--- config.mk ---
export PLATFORM = sky130hd
export DESIGN_NAME = pu_demultiplexer
export DESIGN_NICKNAME = d
export VERILOG_FILES = /design/src/rtl/pu_demultiplexer.sv
export SDC_FILE = /design/constraint.sdc
export NUM_CORES = 1
export LEC_CHECK = 0
export BUFFER_PORTS_ARGS = -buffer_cell sky130_fd_sc_hd__buf_4
export CORE_ASPECT_RATIO = 1.2
export CORE_MARGIN = 5
export CORE_UTILIZATION = 35
export CTS_CLUSTER_SIZE = 12
export DETAILED_ROUTE_END_ITERATION = 10
export PLACE_DENSITY = 0.72
export SLEW_MARGIN = 15
export SYNTH_ARGS = -nofsm -noshare
export SYNTH_HDL_FRONTEND = slang
export SYNTH_SLANG_ARGS = --single-unit
--- constraint.sdc ---
create_clock -name clk -period 3.5 [get_ports clk]
set_clock_uncertainty 0.1 [all_clocks]
set_input_delay 0 -clock clk [delete_from_list [all_inputs] [get_ports clk]]
set_output_delay 0 -clock clk [all_outputs]
set_load 0.02 [all_outputs]
--- src/rtl/pu_demultiplexer.sv ---
// ============================================================================
// Module   : pu_demultiplexer
// Brief    : Latches one word and a select index from the bus, then emits
//            2**SEL_WIDTH slots: the word in slot sel, zero elsewhere.
// Revision : 1.0 - initial release
// ============================================================================
`default_nettype none

module pu_demultiplexer #(
    parameter int DATA_WIDTH = 32,
    parameter int ATTR_WIDTH = 4,
    parameter int SEL_WIDTH  = 1
) (
    input  logic                         clk,
    input  logic                         rst,
    input  logic                         data_active,
    input  logic                         sel_active,
    input  logic                         out_active,
    input  logic signed [DATA_WIDTH-1:0] data_in,
    input  logic        [ATTR_WIDTH-1:0] attr_in,
    output logic signed [DATA_WIDTH-1:0] data_out,
    output logic        [ATTR_WIDTH-1:0] attr_out
);

    localparam logic [SEL_WIDTH:0] c_LAST = {1'b0, {SEL_WIDTH{1'b1}}};
    localparam logic [SEL_WIDTH:0] c_ONE  = {{SEL_WIDTH{1'b0}}, 1'b1};

    typedef enum logic [2:0] {
        S_IDLE     = 3'd0,
        S_GOT_DATA = 3'd1,
        S_GOT_SEL  = 3'd2,
        S_READY    = 3'd3,
        S_EMIT     = 3'd4
    } state_t;

    state_t                         r_state,   w_state_nxt;
    logic signed [DATA_WIDTH-1:0]   r_value,   w_value_nxt;
    logic                           r_val_inv, w_val_inv_nxt;
    logic        [SEL_WIDTH-1:0]    r_sel,     w_sel_nxt;
    logic                           r_sel_ok,  w_sel_ok_nxt;
    logic        [SEL_WIDTH:0]      r_rd_idx,  w_rd_idx_nxt;
    logic                           r_err,     w_err_nxt;

    logic w_can_emit;
    logic w_hit;
    logic w_sel_in_range;

    assign w_can_emit     = (r_state == S_READY) || (r_state == S_EMIT);
    assign w_hit          = (r_rd_idx == {1'b0, r_sel});
    // Arithmetic shift leaves zero only for 0 <= data_in < 2**SEL_WIDTH.
    assign w_sel_in_range = ((data_in >>> SEL_WIDTH) == '0);

    always_comb begin
        w_state_nxt   = r_state;
        w_value_nxt   = r_value;
        w_val_inv_nxt = r_val_inv;
        w_sel_nxt     = r_sel;
        w_sel_ok_nxt  = r_sel_ok;
        w_rd_idx_nxt  = r_rd_idx;
        w_err_nxt     = r_err;
        data_out      = '0;
        attr_out      = '0;

        if (out_active) begin
            if (w_can_emit) begin
                data_out    = (w_hit && r_sel_ok) ? r_value : '0;
                attr_out[0] = (w_hit && r_val_inv) || !r_sel_ok;
                attr_out[1] = r_err;
                if (r_rd_idx == c_LAST) begin
                    w_state_nxt  = S_IDLE;
                    w_rd_idx_nxt = '0;
                    w_err_nxt    = 1'b0;
                end else begin
                    w_state_nxt  = S_EMIT;
                    w_rd_idx_nxt = r_rd_idx + c_ONE;
                end
            end else begin
                attr_out[1:0] = 2'b11;
                w_err_nxt     = 1'b1;
            end
            // A load strobe colliding with a read is dropped and flagged.
            if (data_active || sel_active) begin
                w_err_nxt = 1'b1;
            end
        end else if (data_active && sel_active) begin
            w_err_nxt = 1'b1;
        end else if (data_active) begin
            w_value_nxt   = data_in;
            w_val_inv_nxt = attr_in[0];
            case (r_state)
                S_IDLE:    w_state_nxt = S_GOT_DATA;
                S_GOT_SEL: w_state_nxt = S_READY;
                S_EMIT: begin
                    w_state_nxt  = S_GOT_DATA;
                    w_rd_idx_nxt = '0;
                    w_err_nxt    = 1'b0;
                end
                default:   w_state_nxt = r_state;
            endcase
        end else if (sel_active) begin
            w_sel_nxt    = data_in[SEL_WIDTH-1:0];
            w_sel_ok_nxt = w_sel_in_range;
            case (r_state)
                S_IDLE:     w_state_nxt = S_GOT_SEL;
                S_GOT_DATA: w_state_nxt = S_READY;
                S_EMIT: begin
                    w_state_nxt  = S_GOT_SEL;
                    w_rd_idx_nxt = '0;
                    w_err_nxt    = 1'b0;
                end
                default:    w_state_nxt = r_state;
            endcase
        end
    end

    always_ff @(posedge clk) begin
        if (rst) begin
            r_state   <= S_IDLE;
            r_value   <= '0;
            r_val_inv <= 1'b0;
            r_sel     <= '0;
            r_sel_ok  <= 1'b0;
            r_rd_idx  <= '0;
            r_err     <= 1'b0;
        end else begin
            r_state   <= w_state_nxt;
            r_value   <= w_value_nxt;
            r_val_inv <= w_val_inv_nxt;
            r_sel     <= w_sel_nxt;
            r_sel_ok  <= w_sel_ok_nxt;
            r_rd_idx  <= w_rd_idx_nxt;
            r_err     <= w_err_nxt;
        end
    end

endmodule

`default_nettype wire

==> metrics.cfg <==
[power]
power_density_nw_per_um2 = 351
ir_drop_v = 0.000287
leakage_nw = 1.22

[die]
rows = 29
dieHeight_um = 91.7
die_area_um2 = 7160
io_pins = 77
initial_utilization_pct = 36.5
core_area_um2 = 5330
die_w_um = 78.1

[synth]
synth-seq-cells = 41
ys_seq_area_share_pct = 42.2
synthCells = 252
synth.distinct_cells = 35
synth_warnings = 0
netlist_area_um2 = 1950
synth_area_per_cell_um2 = 7.73

[hold_path]
hp-class = primary input to register

[worst_setup_path]
r2r.worst_path.cells = 4
path_class = register to primary output
reg2reg_from = r_state[2]
cp-start-kind = register
crit_path_end_kind = primary output
critPathLaunch = r_state[2]
cp_max_fo = 32
crit_end = data_out[5]
reg2reg_slack_ns = 1.93
r2r-end = r_state[2]
crit_required_ns = 3.40
arrival_ns = 2.09

[clock_network]
cts_buffers = 5
cts_tree = done
cts_resized = 0
clk_path_buf_depth = 2
cts_sinks = 41
clockRootBuffer = clkbuf_8
path_clk_slew_ns = 0.07
clkLatencyLatePin_ns = 0.29
htree_levels = 2

[timing]
worstMarginPinSlew_ns = 0.998
finalHoldViolCount = 0
fin_crit_ns = 2.19
timing.setup.tns_ns = 0
setup_violations = 0
layout_setup_ws_ns = 1.31
finalCritPeriodShare_pct = 62.6
slew_headroom_pct = 33.2
clock.fmax_mhz = 457
finalMaxSlewViolations = 0
rsz0062_at_grt = false
hold_slack_ns = 0.0292

[route]
drc = 0
antenna_left = 0
drt_iter0_drc = 70
wl_um = 5360
dr.pass1.iters = 4
detail_route.vias_per_cell = 4.91
vias = 2022
wl_per_cell_um = 13.0

[grt]
grt.met2_usage_pct = 25.3
top_usage_layer = met2
grt_pass1_wl_um = 8870
antenna_found_initial = 0
grt_max_degree = 42
grt-ovfl-total = 0
grt_use_met1_pct = 18.3
grt_use_met3_pct = 3.82
grt_pass1_vias = 1909
grt_use_total_pct = 15.0

[final_layout]
drive_gt1_share_pct = 25.7
diodes = 0
nets = 390
areaGrowthSynthToFinish_pct = 51.0
fillers = 514

[job]
drv_cap = 0

[placed_design]
globalplace.congestion = 0.736
io_buffer_count = 71
hpwl_um = 3560
place_ws_ns = 1.61

[status]
status = completed

synth_stat cells:
| library cell | number | area, um2 |
|---|---|---|
| or2_2 | 1 | 6.26 |
| nand4b_1 | 1 | 8.76 |
| o21ai_0 | 1 | 5.00 |
| o221a_2 | 1 | 11.3 |
| xnor2_1 | 1 | 8.76 |
| nor3_1 | 3 | 15.0 |
| clkbuf_1 | 8 | 30.0 |
| o31ai_1 | 1 | 7.51 |
| and4_4 | 1 | 11.3 |
| nor3b_1 | 1 | 7.51 |
| nor2_1 | 5 | 18.8 |
| nand3b_1 | 2 | 15.0 |
| conb_1 | 1 | 3.75 |
| or3b_2 | 2 | 17.5 |
| o21ai_2 | 1 | 8.76 |
| o31ai_2 | 1 | 12.5 |
| mux2i_1 | 1 | 10.0 |
| o32ai_2 | 1 | 16.3 |
| a31oi_1 | 2 | 12.5 |
| inv_1 | 2 | 7.51 |
| and2_1 | 34 | 213 |
| a21oi_1 | 38 | 190 |
| buf_2 | 6 | 30.0 |
| a211oi_1 | 1 | 7.51 |
| buf_6 | 3 | 33.8 |
| dfxtp_1 | 41 | 821 |
| or3b_4 | 1 | 11.3 |
| nand4_1 | 2 | 12.5 |
| xor2_1 | 1 | 8.76 |
| or3b_1 | 1 | 8.76 |
| buf_4 | 2 | 15.0 |
| o211ai_1 | 2 | 15.0 |
| nor4_1 | 10 | 62.6 |
| nand2_1 | 69 | 259 |
| nand2b_1 | 4 | 25.0 |
worst min-delay path by stage:
stage / endpoint / slack [ns] / startpoint / cells past startpoint
2_1_floorplan: r_state[1] / -0.007 / data_active / 1
3_3_place_gp: r_state[1] / 0.15 / data_active / 2
3_5_place_dp: r_sel / 0.15 / data_in[0] / 3
4_1_cts: r_sel / 0.03 / rst / 2
5_1_grt: r_sel / 0.03 / rst / 2
6_report: r_sel / 0.03 / rst / 2
layout by cell type (no fill, tap or decap), types with 4 or more instances in the layout:
cell           instances
a21oi_1               38
nand2b_1               4
nor2_1                 5
nor4_1                10
dlygate4sd3_1         35
clkbuf_8               6
and2_1                34
dfxtp_1               41
nand2_1               69
buf_4                 73
power by group:
group / switching [mW] / internal, mW / leakage (nW)
sequential: 0.0129 / 0.484 / 0.333
combinational: 0.0647 / 0.0807 / 0.829
clock: 0.157 / 0.233 / 0.0585
stage by stage:
stage,instances,power (mW),utilization [%],area [um2]
after global routing,412,1.08,55.1,2940
after CTS,412,1.04,55.1,2940
after floorplan,253,0.569,-,1950
after global placement,369,0.619,46.4,2470
final,412,1.03,55.1,2940
after detailed placement,369,0.621,46.4,2470
flip-flops by register name, summed over array words and instances (netlist names):
| register | count |
|---|---|
| r_value | 32 |
| r_sel_ok | 1 |
| r_val_inv | 1 |
| r_err | 1 |
| r_state | 3 |
| r_rd_idx | 2 |
| r_sel | 1 |
cell families (layout without fill, tap and decap cells):
logic type / Yosys count / count (layout) / share of synthesized area [%]
AOI/OAI and AO/OA: 49 / 49 / 14.7
xor gates and xnor gates: 2 / 2 / 0.900
buffers and inverters: 21 / 118 / 5.98
DFF: 41 / 41 / 42.2
muxes: 1 / 1 / 0.514
other: 1 / 2 / 0.193
and+or+nand+nor: 137 / 137 / 35.5
critical path, stage by stage (launching register included):
cell and delay [ns]:
dfxtp_1 0.45, or3b_4 0.45, o21ai_2 0.11, and4_4 0.44
and2_1 0.20, buf_4 0.15
layout make-up:
type	count	area, um2	area share, %
inverter	2	7.51	0.255
clock buffer	7	86.3	2.94
clock inverter	1	30.0	1.02
sequential	41	821	27.9
tap	62	77.6	2.64
multi-input combinational	191	1020	34.7
timing repair buffer	108	898	30.6
timing repair:
item	CTS	global route
endpoints found under the hold margin	39	0
setup buffers	0	0
hold buffers	35	0
routing by layer:
metal	up-vias	share of wire (%)
li1	1031	-
met1	928	43
met2	57	49
met3	6	6.4
met4	0	1.4
met5	-	0
Power figures use the tool's default switching activity.
